`src/rtl/strobe_interval_meter.sv`:
```
// strobe_interval_meter
// Counts enable ticks between successive strobe pulses and reports each
// completed interval through a single-entry valid/ready output register.
// The tick counter saturates at all-ones; a saturated interval is flagged
// with overflow. Results arriving while the output register is full and
// not being drained are discarded and recorded in the sticky dropped flag.

module strobe_interval_meter #(
    parameter int WIDTH = 16
) (
    input  logic             clk,
    input  logic             rst,
    input  logic             enable,
    input  logic             strobe,
    input  logic             ready,
    output logic [WIDTH-1:0] interval,
    output logic             valid,
    output logic             overflow,
    output logic             dropped,
    output logic             armed
);

    localparam logic [WIDTH-1:0] CNT_MAX  = {WIDTH{1'b1}};
    localparam logic [WIDTH-1:0] CNT_ZERO = {WIDTH{1'b0}};

    typedef enum logic [0:0] {
        ST_IDLE    = 1'b0,
        ST_MEASURE = 1'b1
    } state_t;

    // Saturating increment: adds one when inc is set unless already at all-ones.
    function automatic logic [WIDTH-1:0] sat_inc(
        input logic [WIDTH-1:0] val,
        input logic             inc
    );
        logic [WIDTH-1:0] step;
        step = {{(WIDTH-1){1'b0}}, 1'b1};
        if (inc && (val != CNT_MAX)) begin
            sat_inc = val + step;
        end else begin
            sat_inc = val;
        end
    endfunction

    // Measurement state
    state_t           state_r;
    state_t           state_s;
    logic [WIDTH-1:0] cnt_r;
    logic [WIDTH-1:0] cnt_s;
    logic             ovf_r;
    logic             ovf_s;

    // Result produced this cycle
    logic [WIDTH-1:0] sum_s;
    logic             sat_s;
    logic             result_s;
    logic             result_ovf_s;

    // Output register
    logic [WIDTH-1:0] interval_r;
    logic [WIDTH-1:0] interval_s;
    logic             overflow_r;
    logic             overflow_s;
    logic             valid_r;
    logic             valid_s;
    logic             dropped_r;
    logic             dropped_s;
    logic             accept_s;
    logic             discard_s;
    logic             load_s;

    // Next-state, counter update and result generation for the measurement FSM.
    always_comb begin
        state_s      = state_r;
        cnt_s        = cnt_r;
        ovf_s        = ovf_r;
        result_s     = 1'b0;
        result_ovf_s = 1'b0;
        // The strobe cycle's own enable tick belongs to the interval it ends.
        sum_s        = sat_inc(cnt_r, enable);
        sat_s        = (sum_s == CNT_MAX);

        case (state_r)
            ST_IDLE: begin
                // Arming strobe: its enable tick is not counted.
                cnt_s = CNT_ZERO;
                ovf_s = 1'b0;
                if (strobe) begin
                    state_s = ST_MEASURE;
                end else begin
                    state_s = ST_IDLE;
                end
            end
            ST_MEASURE: begin
                state_s = ST_MEASURE;
                if (strobe) begin
                    // End the current interval and start the next in one cycle.
                    result_s     = 1'b1;
                    result_ovf_s = ovf_r | sat_s;
                    cnt_s        = CNT_ZERO;
                    ovf_s        = 1'b0;
                end else begin
                    cnt_s = sum_s;
                    ovf_s = ovf_r | sat_s;
                end
            end
            default: begin
                state_s = ST_IDLE;
                cnt_s   = CNT_ZERO;
                ovf_s   = 1'b0;
            end
        endcase
    end

    // State register for the FSM, tick counter and saturation flag.
    always_ff @(posedge clk or negedge rst) begin
        if (!rst) begin
            state_r <= ST_IDLE;
            cnt_r   <= CNT_ZERO;
            ovf_r   <= 1'b0;
        end else begin
            state_r <= state_s;
            cnt_r   <= cnt_s;
            ovf_r   <= ovf_s;
        end
    end

    // Output register control: load, drain, discard and sticky drop tracking.
    always_comb begin
        interval_s = interval_r;
        overflow_s = overflow_r;
        valid_s    = valid_r;
        dropped_s  = dropped_r;

        accept_s  = valid_r & ready;
        // A full register that is not draining this cycle rejects new results.
        discard_s = result_s & valid_r & ~ready;
        load_s    = result_s & ~discard_s;

        if (load_s) begin
            interval_s = sum_s;
            overflow_s = result_ovf_s;
            valid_s    = 1'b1;
        end else if (accept_s) begin
            valid_s = 1'b0;
        end else begin
            valid_s = valid_r;
        end

        if (discard_s) begin
            dropped_s = 1'b1;
        end else if (accept_s) begin
            dropped_s = 1'b0;
        end else begin
            dropped_s = dropped_r;
        end
    end

    // Output register storage.
    always_ff @(posedge clk or negedge rst) begin
        if (!rst) begin
            interval_r <= CNT_ZERO;
            overflow_r <= 1'b0;
            valid_r    <= 1'b0;
            dropped_r  <= 1'b0;
        end else begin
            interval_r <= interval_s;
            overflow_r <= overflow_s;
            valid_r    <= valid_s;
            dropped_r  <= dropped_s;
        end
    end

    assign interval = interval_r;
    assign overflow = overflow_r;
    assign valid    = valid_r;
    assign dropped  = dropped_r;
    assign armed    = (state_r == ST_MEASURE);

endmodule

```
`config.mk`:
```
export PLATFORM = sky130hd
export DESIGN_NAME = strobe_interval_meter
export DESIGN_NICKNAME = d
export VERILOG_FILES = /design/src/rtl/strobe_interval_meter.sv
export SDC_FILE = /design/constraint.sdc
export NUM_CORES = 1
export LEC_CHECK = 0
export BUFFER_PORTS_ARGS = -buffer_cell sky130_fd_sc_hd__buf_4
export CAP_MARGIN = 20
export CORE_UTILIZATION = 55
export CTS_BUF_LIST = sky130_fd_sc_hd__clkbuf_8
export CTS_CLUSTER_SIZE = 25
export DETAILED_ROUTE_END_ITERATION = 16
export PLACE_DENSITY_LB_ADDON = 0.1
export SYNTH_ARGS = -nofsm -noshare
export SYNTH_HDL_FRONTEND = slang
export SYNTH_SLANG_ARGS = --single-unit
```
`constraint.sdc`:
```
create_clock -name clk -period 2.3 [get_ports clk]
set_input_delay 0.46 -clock clk [delete_from_list [all_inputs] [get_ports clk]]
set_output_delay 0.46 -clock clk [all_outputs]
set_load 0.02 [all_outputs]
```
==> flow_summary.json, run 1 <==
{
  "run_status": "finished, final reports clean",
  "final_area_um2": 2143,
  "io_pins": 25,
  "crit_buf_inv": 1,
  "dpl_worst_slack_ps": 94.75,
  "ant_nets": 0,
  "setup_ws_ps": 78.70,
  "cts_buffers": 5,
  "antenna_found_initial": 0,
  "dieWidth_um": 58.72,
  "hold_viol_final": 0,
  "totalWireLength_um": 3566,
  "slew_headroom": 0.6685,
  "timing.final.crit_share": 0.9658,
  "whs_ps": 115.6,
  "cp-start-kind": "register",
  "insertedDiodeCount": 0,
  "dr.first_iter.drc_count": 48,
  "layout_commonest_cell": "dfrtp_1",
  "finalSetupViolations": 0,
  "port_buffers": 24,
  "final_cell_mix": "dfrtp_1, buf_4, nand2_1",
  "leakagePower_nw": 0.9648,
  "core_um2": 3053,
  "fin_crit_ps": 2221,
  "yosysWarnings": 0,
  "grt_pass1_vias": 1318,
  "postSynthRegisterBits": 37,
  "ys_seq_area_frac": 0.5233,
  "path_depth": 8,
  "first_pass_iters": 4,
  "hold_buffers": 0,
  "slew_violations": 0,
  "synth-async-reset-ratio": 1.000,
  "end_kind": "register",
  "dpl_cell_area_um2": 2019,
  "cp.arrival_ps": 2420,
  "cts_max_path_buffers": 2,
  "cts-root-buf": "clkbuf_8",
  "synth_cell_types": 41,
  "nNetsFinal": 216,
  "vias": 1415,
  "rows": 20,
  "dp.final_hpwl_um": 2625,
  "grt.overflow.total": 0,
  "clock_latency_ps": 290,
  "worstSetupPathType": "reg2reg",
  "clkSlewWorstSetupHoldPaths_ps": 70,
  "synthCells": 178,
  "crit_chain": "ha_1 -> nand3_1 -> nor4_4 -> buf_4 -> or3_2 -> a22oi_2 -> nand4_1 -> o22ai_1",
  "fmax_mhz": 450.2,
  "syn_nets": 184,
  "clock_sinks": 37,
  "syn_area_um2": 1769,
  "cts_tree": "yes",
  "avgSynthCellArea_um2": 9.939,
  "required_ps": 2500,
  "synth_flop_cell": "dfrtp_1",
  "viasPerCell": 5.549,
  "grt_pass1_wl_um": 6030,
  "die_area_um2": 3447,
  "crit_family": "simple AND/OR/NAND/NOR gates",
  "finalSetupTns_ps": 0,
  "synth_edf_count": 0,
  "wire_per_inst_um": 13.98,
  "ctsResizeCount": 0,
  "synthToLayoutAreaGrowth_pct": 21.15,
  "gp_congestion": 0.8481,
  "path_max_fanout": 11,
  "grt_max_degree": 38,
  "drive_gt1_frac": 0.2512,
  "cp_slowest_cell": "or3_2",
  "cap_violations": 0,
  "reg2reg_depth": 8,
  "power.density_nw_per_um2": 625.2,
  "min_path_type": "in2async",
  "slowest_delay_ps": 470,
  "gr-usage-all-layers": 0.2396,
  "h-tree-depth": 2,
  "worstMarginPinSlew_ps": 491.9,
  "ir_worst_vdd_mv": 0.5281,
  "die_h_um": 58.72,
  "start_util": 0.5795,
  "finish.utilization": 0.7020,
  "finClkSkew_ps": 5.194,
  "remaining_drc_errors": 0
}
-- logic make-up (layout without fill, tap and decap cells) --
kind of cell | Yosys count | after routing | synth area share
simple gates | 86 | 86 | 0.2666
flops | 37 | 37 | 0.5233
compound gates | 35 | 35 | 0.1238
buf+inv | 8 | 41 | 0.02121
xor+xnor | 6 | 6 | 0.02970
mux | 5 | 5 | 0.02829
fa+ha+maj | 1 | 1 | 0.007071
-- metrics by stage --
step | cells | power (mW)
2_1_floorplan | 178 | 0.7378
3_3_place_gp | 246 | 0.7845
3_5_place_dp | 246 | 0.7884
4_1_cts | 254 | 1.353
5_1_grt | 255 | 1.394
6_report | 255 | 1.340
-- synthesized netlist by cell type (2+ instances only) --
cell type / n / area [um^2]
clkbuf_1: 4 / 15.01
nand2_1: 23 / 86.33
nor4_1: 3 / 18.77
nand4_1: 4 / 25.02
and2_1: 2 / 12.51
mux2i_1: 5 / 50.05
xor2_1: 2 / 17.52
xnor2_1: 4 / 35.03
a21oi_1: 4 / 20.02
nor2_1: 20 / 75.07
nand2b_1: 3 / 18.77
o21ai_1: 5 / 25.02
nand4_2: 3 / 37.54
nor3_1: 5 / 25.02
or3_1: 2 / 12.51
dfrtp_1: 37 / 925.9
nand3_1: 9 / 45.04
and4_1: 2 / 17.52
o21ai_0: 17 / 85.08
and3_2: 2 / 15.01
inv_1: 2 / 7.510
-- per-layer routing --
metal	wire length [um]	part of all wire	track usage
met1	1647	0.46	0.3119
met2	1699	0.48	0.3810
met3	162	0.045	0.06593
met4	57	0.016	0.09524
met5	0	0	0
-- final timing paths --
kind	from	end	slack (ps)
worst max-delay path	cnt_r[0]	ovf_r	80
worst min-delay path	rst	cnt_r[10]	120
worst max register to register	cnt_r[0]	ovf_r	80
worst min register to register	interval[12]	interval[12]	490
max in group asynchronous	rst	interval[5]	1870
min in group clk	ready	dropped	350
-- what timing repair did --
action	4_1_cts	5_1_grt
buffers inserted	0	1
hold endpoints to repair	0	0
endpoints found under the setup margin	0	2
-- layout make-up --
type                    count  area, um^2
clock buffers               6       82.58
inverters                   2       7.507
multi-input cells         133       805.8
repair buffers             31       232.7
fillers                   252       909.6
well taps                  44       55.05
flip-flops and latches     37       925.9
clock inverters             2       33.78
-- power breakdown --
| group | total [mW] | internal, mW | switching (mW) |
|---|---|---|---|
| Combinational | 0.0983 | 0.0361 | 0.0622 |
| Sequential | 0.677 | 0.665 | 0.0117 |
| Clock | 0.565 | 0.349 | 0.216 |
-- sequential cells by signal, summed over array words and instances, names as in the netlist --
name      count
dropped       1
overflow      1
ovf_r         1
interval     16
valid         1
armed         1
cnt_r        16
Power figures use the tool's default switching activity.
==> run 2: changes to the inputs <==
==> constraint.sdc (replaced) <==
create_clock -name clk -period 2.8 [get_ports clk]
set_input_delay 0.56 -clock clk [delete_from_list [all_inputs] [get_ports clk]]
set_output_delay 0.56 -clock clk [all_outputs]
set_load 0.02 [all_outputs]
==> flow_summary.json, run 2 (synthesis gave the netlist of run 1 again) <==
{
  "run_status": "finished, final reports clean",
  "grt_max_degree": 38,
  "finClkSkew_ps": 4.793,
  "final_cell_mix": "dfrtp_1, buf_4, nand2_1",
  "dpl_worst_slack_ps": 553.3,
  "ctsResizeCount": 0,
  "required_ps": 3010,
  "cp-start-kind": "register",
  "cts-root-buf": "clkbuf_8",
  "first_pass_iters": 4,
  "die_area_um2": 3447,
  "path_max_fanout": 12,
  "dr.first_iter.drc_count": 35,
  "core_um2": 3053,
  "cts_tree": "yes",
  "grt.overflow.total": 0,
  "synthToLayoutAreaGrowth_pct": 17.33,
  "fin_crit_ps": 2285,
  "clkSlewWorstSetupHoldPaths_ps": 70,
  "end_kind": "register",
  "nNetsFinal": 211,
  "start_util": 0.5795,
  "ant_nets": 0,
  "cts_max_path_buffers": 2,
  "grtUsageMet2": 0.3892,
  "cp.arrival_ps": 2500,
  "power.density_nw_per_um2": 479.4,
  "met1_usage": 0.3251,
  "drive_gt1_frac": 0.2293,
  "antenna_found_initial": 0,
  "p_sw_frac": 0.2303,
  "internal_power_uw": 766.0,
  "seqPwrFrac": 0.559,
  "worstSetupPathType": "reg2reg",
  "min_path_type": "in2async",
  "dieWidth_um": 58.72,
  "rows": 20,
  "rsz0062_at_grt": "no",
  "cts_buffers": 5,
  "port_buffers": 24,
  "io_pins": 25,
  "grt_pass1_wl_um": 6168,
  "clock_sinks": 37,
  "h-tree-depth": 2,
  "place_inst": 242,
  "timing.final.crit_share": 0.8162,
  "post-cts-setup-buffer-count": 0,
  "finalSetupViolations": 0,
  "cap_violations": 0,
  "grt_pass1_vias": 1365,
  "totalWireLength_um": 3593,
  "worstMarginPinSlew_ps": 639.6,
  "viasPerCell": 5.574,
  "finish.utilization": 0.6799,
  "hold_buffers": 0,
  "setup_ws_ps": 514.7,
  "leakagePower_nw": 0.9281,
  "remaining_drc_errors": 0,
  "p_comb_frac": 0.080,
  "clkPwrFrac": 0.361,
  "instances_no_fill": 249,
  "finalSetupTns_ps": 0,
  "gr-usage-all-layers": 0.2428,
  "gp_congestion": 0.8925,
  "top_usage_layer": "met2",
  "slew_violations": 0,
  "clock_latency_ps": 280,
  "dp.final_hpwl_um": 2624,
  "nFillCells": 257,
  "insertedDiodeCount": 0,
  "fmax_mhz": 437.6,
  "vias": 1388,
  "die_h_um": 58.72,
  "hold_viol_final": 0,
  "wire_per_inst_um": 14.43,
  "ir_worst_vdd_mv": 0.3947,
  "use_met3": 0.06593,
  "p_switching_uw": 229.2,
  "slew_headroom": 0.5704,
  "layout_commonest_cell": "dfrtp_1"
}
-- run 2: cell count changes in the layout (fill, tap and decap cells not counted), sizes merged --
cell,delta
bufinv,-1
buf,-5
-- run 2: cell type report --
| class | count | area [um^2] | share of cell area |
|---|---|---|---|
| Sequential cell | 37 | 925.9 | 0.4461 |
| Multi-Input combinational cell | 133 | 805.8 | 0.3882 |
| Timing Repair Buffer | 26 | 195.2 | 0.09403 |
| Clock buffer | 6 | 82.58 | 0.03978 |
| Tap cell | 44 | 55.05 | 0.02652 |
| Inverter | 2 | 7.507 | 0.003617 |
| Clock inverter | 1 | 3.754 | 0.001808 |
-- run 2: routing by layer --
layer / vias up / part of all wire
met4: 0 / 0.011
met3: 7 / 0.038
met2: 26 / 0.46
met1: 666 / 0.49
li1: 689 / -
met5: - / 0
-- run 2: power by group through the flow --
stage / clock network [mW] / logic, mW / registers [mW]
global route: 0.391 / 0.0891 / 0.557
global placement: 0 / 0.0785 / 0.565
CTS: 0.366 / 0.0811 / 0.556
detailed placement: 0 / 0.0808 / 0.566
floorplan: 0 / 0.0303 / 0.576
finish: 0.360 / 0.0792 / 0.556
-- run 2: worst max-delay path: stages, from the launching register on --
cell and delay, ps:
dfrtp_1 440, ha_1 260, nand3_1 170, nor4_4 520, nor4b_2 130, xnor2_1 190, or3_1 380, o21ai_1 120
-- run 2: path summary, 6_finish.rpt --
path	startpoint	to	slack (ps)	cells past startpoint
worst min-delay path	rst	interval[9]	220	1
worst max-delay path	cnt_r[0]	overflow	510	7
worst min register to register	interval[8]	interval[8]	480	2
min in group clk	ready	dropped	450	2
worst max register to register	cnt_r[0]	overflow	510	7
max in group asynchronous	rst	cnt_r[2]	2260	1
-- run 2: per-stage QoR --
stage	power (mW)	area, um^2	hold WS, ps
after floorplan	0.6060	1769	264.4
after global placement	0.6431	1989	465.7
after detailed placement	0.6465	1989	471.6
after CTS	1.003	2076	236.8
after global routing	1.037	2076	248.7
final	0.9952	2076	215.1
==> run 3: changes to the inputs <==
--- a/config.mk
+++ b/config.mk
@@ -7,7 +7,7 @@
 export LEC_CHECK = 0
 export BUFFER_PORTS_ARGS = -buffer_cell sky130_fd_sc_hd__buf_4
 export CAP_MARGIN = 20
-export CORE_UTILIZATION = 55
+export CORE_UTILIZATION = 53
 export CTS_BUF_LIST = sky130_fd_sc_hd__clkbuf_8
 export CTS_CLUSTER_SIZE = 25
 export DETAILED_ROUTE_END_ITERATION = 16
==> constraint.sdc (replaced) <==
create_clock -name clk -period 2 [get_ports clk]
set_input_delay 0.4 -clock clk [delete_from_list [all_inputs] [get_ports clk]]
set_output_delay 0.4 -clock clk [all_outputs]
set_load 0.02 [all_outputs]
==> flow_summary.json, run 3 (synthesis gave the netlist of run 1 again) <==
{
  "run_status": "finished with violations",
  "violations": "negative setup slack",
  "rows": 20,
  "grt_max_degree": 38,
  "vias": 1612,
  "hold_viol_final": 0,
  "antenna_found_initial": 0,
  "min_path_type": "in2async",
  "end_kind": "register",
  "clock_sinks": 37,
  "clkSlewWorstSetupHoldPaths_ps": 70,
  "multi_input_area_um2": 927.1,
  "cp.arrival_ps": 2190,
  "gp_congestion": 0.8903,
  "dieWidth_um": 59.78,
  "worstSetupPathType": "reg2reg",
  "power.density_nw_per_um2": 632.9,
  "totalWireLength_um": 4579,
  "first_pass_iters": 4,
  "grtUsageMet2": 0.4921,
  "use_met3": 0.07576,
  "rsz0062_at_grt": "yes",
  "clock_latency_ps": 290,
  "die_area_um2": 3573,
  "finalSetupViolations": 1,
  "setup_ws_ps": -16.39,
  "cp-start-kind": "register",
  "met1_usage": 0.3436,
  "die_h_um": 59.78,
  "timing.final.crit_share": 1.008,
  "required_ps": 2170,
  "cts_tree": "yes",
  "port_buffers": 24,
  "viasPerCell": 5.696,
  "finalSetupTns_ps": -16.39,
  "fmax_mhz": 495.9,
  "layout_commonest_cell": "buf_4",
  "dr.first_iter.drc_count": 85,
  "synthToLayoutAreaGrowth_pct": 40.10,
  "register_area_um2": 929.6,
  "io_pins": 25,
  "h-tree-depth": 2,
  "whs_ps": 55.89,
  "wire_per_inst_um": 16.18,
  "insertedDiodeCount": 0,
  "top_usage_layer": "met2",
  "nFillCells": 213,
  "ant_nets": 0,
  "cts_buffers": 5,
  "core_um2": 3103,
  "leakagePower_nw": 1.123,
  "dpl_worst_slack_ps": -57.72,
  "nNetsFinal": 244,
  "grt.overflow.total": 0,
  "dpl_cell_area_um2": 2192,
  "path_max_fanout": 4,
  "finClkSkew_ps": 5.418,
  "final_area_um2": 2479,
  "final_cell_mix": "buf_4, dfrtp_1, nand2_1",
  "slew_headroom": 0.6926,
  "grt_pass1_wl_um": 7424,
  "remaining_drc_errors": 0,
  "dp.final_hpwl_um": 3079,
  "fin_crit_ps": 2016,
  "cts-root-buf": "clkbuf_8",
  "grt_pass1_vias": 1580,
  "drive_gt1_frac": 0.4059,
  "power_mw": 1.569,
  "slew_violations": 0,
  "ir_worst_vdd_mv": 0.4986,
  "gr-usage-all-layers": 0.2882,
  "worstMarginPinSlew_ps": 461.1,
  "start_util": 0.5702,
  "cts_max_path_buffers": 2,
  "cap_violations": 0
}
## run 3: per-layer routing
layer,routed length (um),up-vias
met5,0,-
met4,109,0
met3,234,14
met2,2336,59
met1,1899,786
li1,-,753
## run 3: power breakdown
part	switching [mW]	internal (mW)
Sequential	0.0124	0.764
Combinational	0.0795	0.0517
Clock	0.259	0.401
## run 3: metrics by stage
step,cells,util
after floorplan,178,-
after global placement,269,0.7065
after detailed placement,269,0.7065
after CTS,281,0.7673
after global routing,283,0.7988
final,283,0.7988
## run 3: path summary, 6_finish.rpt
kind	from	to	slack (ps)	cells past startpoint
min	rst	cnt_r[13]	60	1
min reg2reg	interval[8]	interval[8]	480	2
max in group asynchronous	rst	cnt_r[2]	1590	1
min in group clk	ready	dropped	280	2
max reg2reg	cnt_r[0]	interval[15]	-20	9
max	cnt_r[0]	interval[15]	-20	9
## run 3: final cells by class
| type | count | share of cell area |
|---|---|---|
| well taps | 44 | 0.02221 |
| clock buffers | 6 | 0.03332 |
| clock inverters | 2 | 0.01363 |
| flip-flops and latches | 37 | 0.3751 |
| inverters | 2 | 0.003029 |
| repair buffers | 59 | 0.1787 |
| multi-input cells | 133 | 0.3741 |
## run 3: critical path: stages (launching register included)
cell and delay [ps]:
dfrtp_1 420, ha_4 200, nand3_4 70, nor4_4 60, buf_4 150, buf_4 150
nor4_1 350, nand4_1 170, xor2_1 240, o21ai_1 100
## run 3: repair_timing
action,4_1_cts,5_1_grt
endpoints found under the setup margin,2,9
endpoints found under the hold margin,0,0
hold buffers,0,0
setup buffers,4,2
resized for setup,7,19
pin swaps,7,13
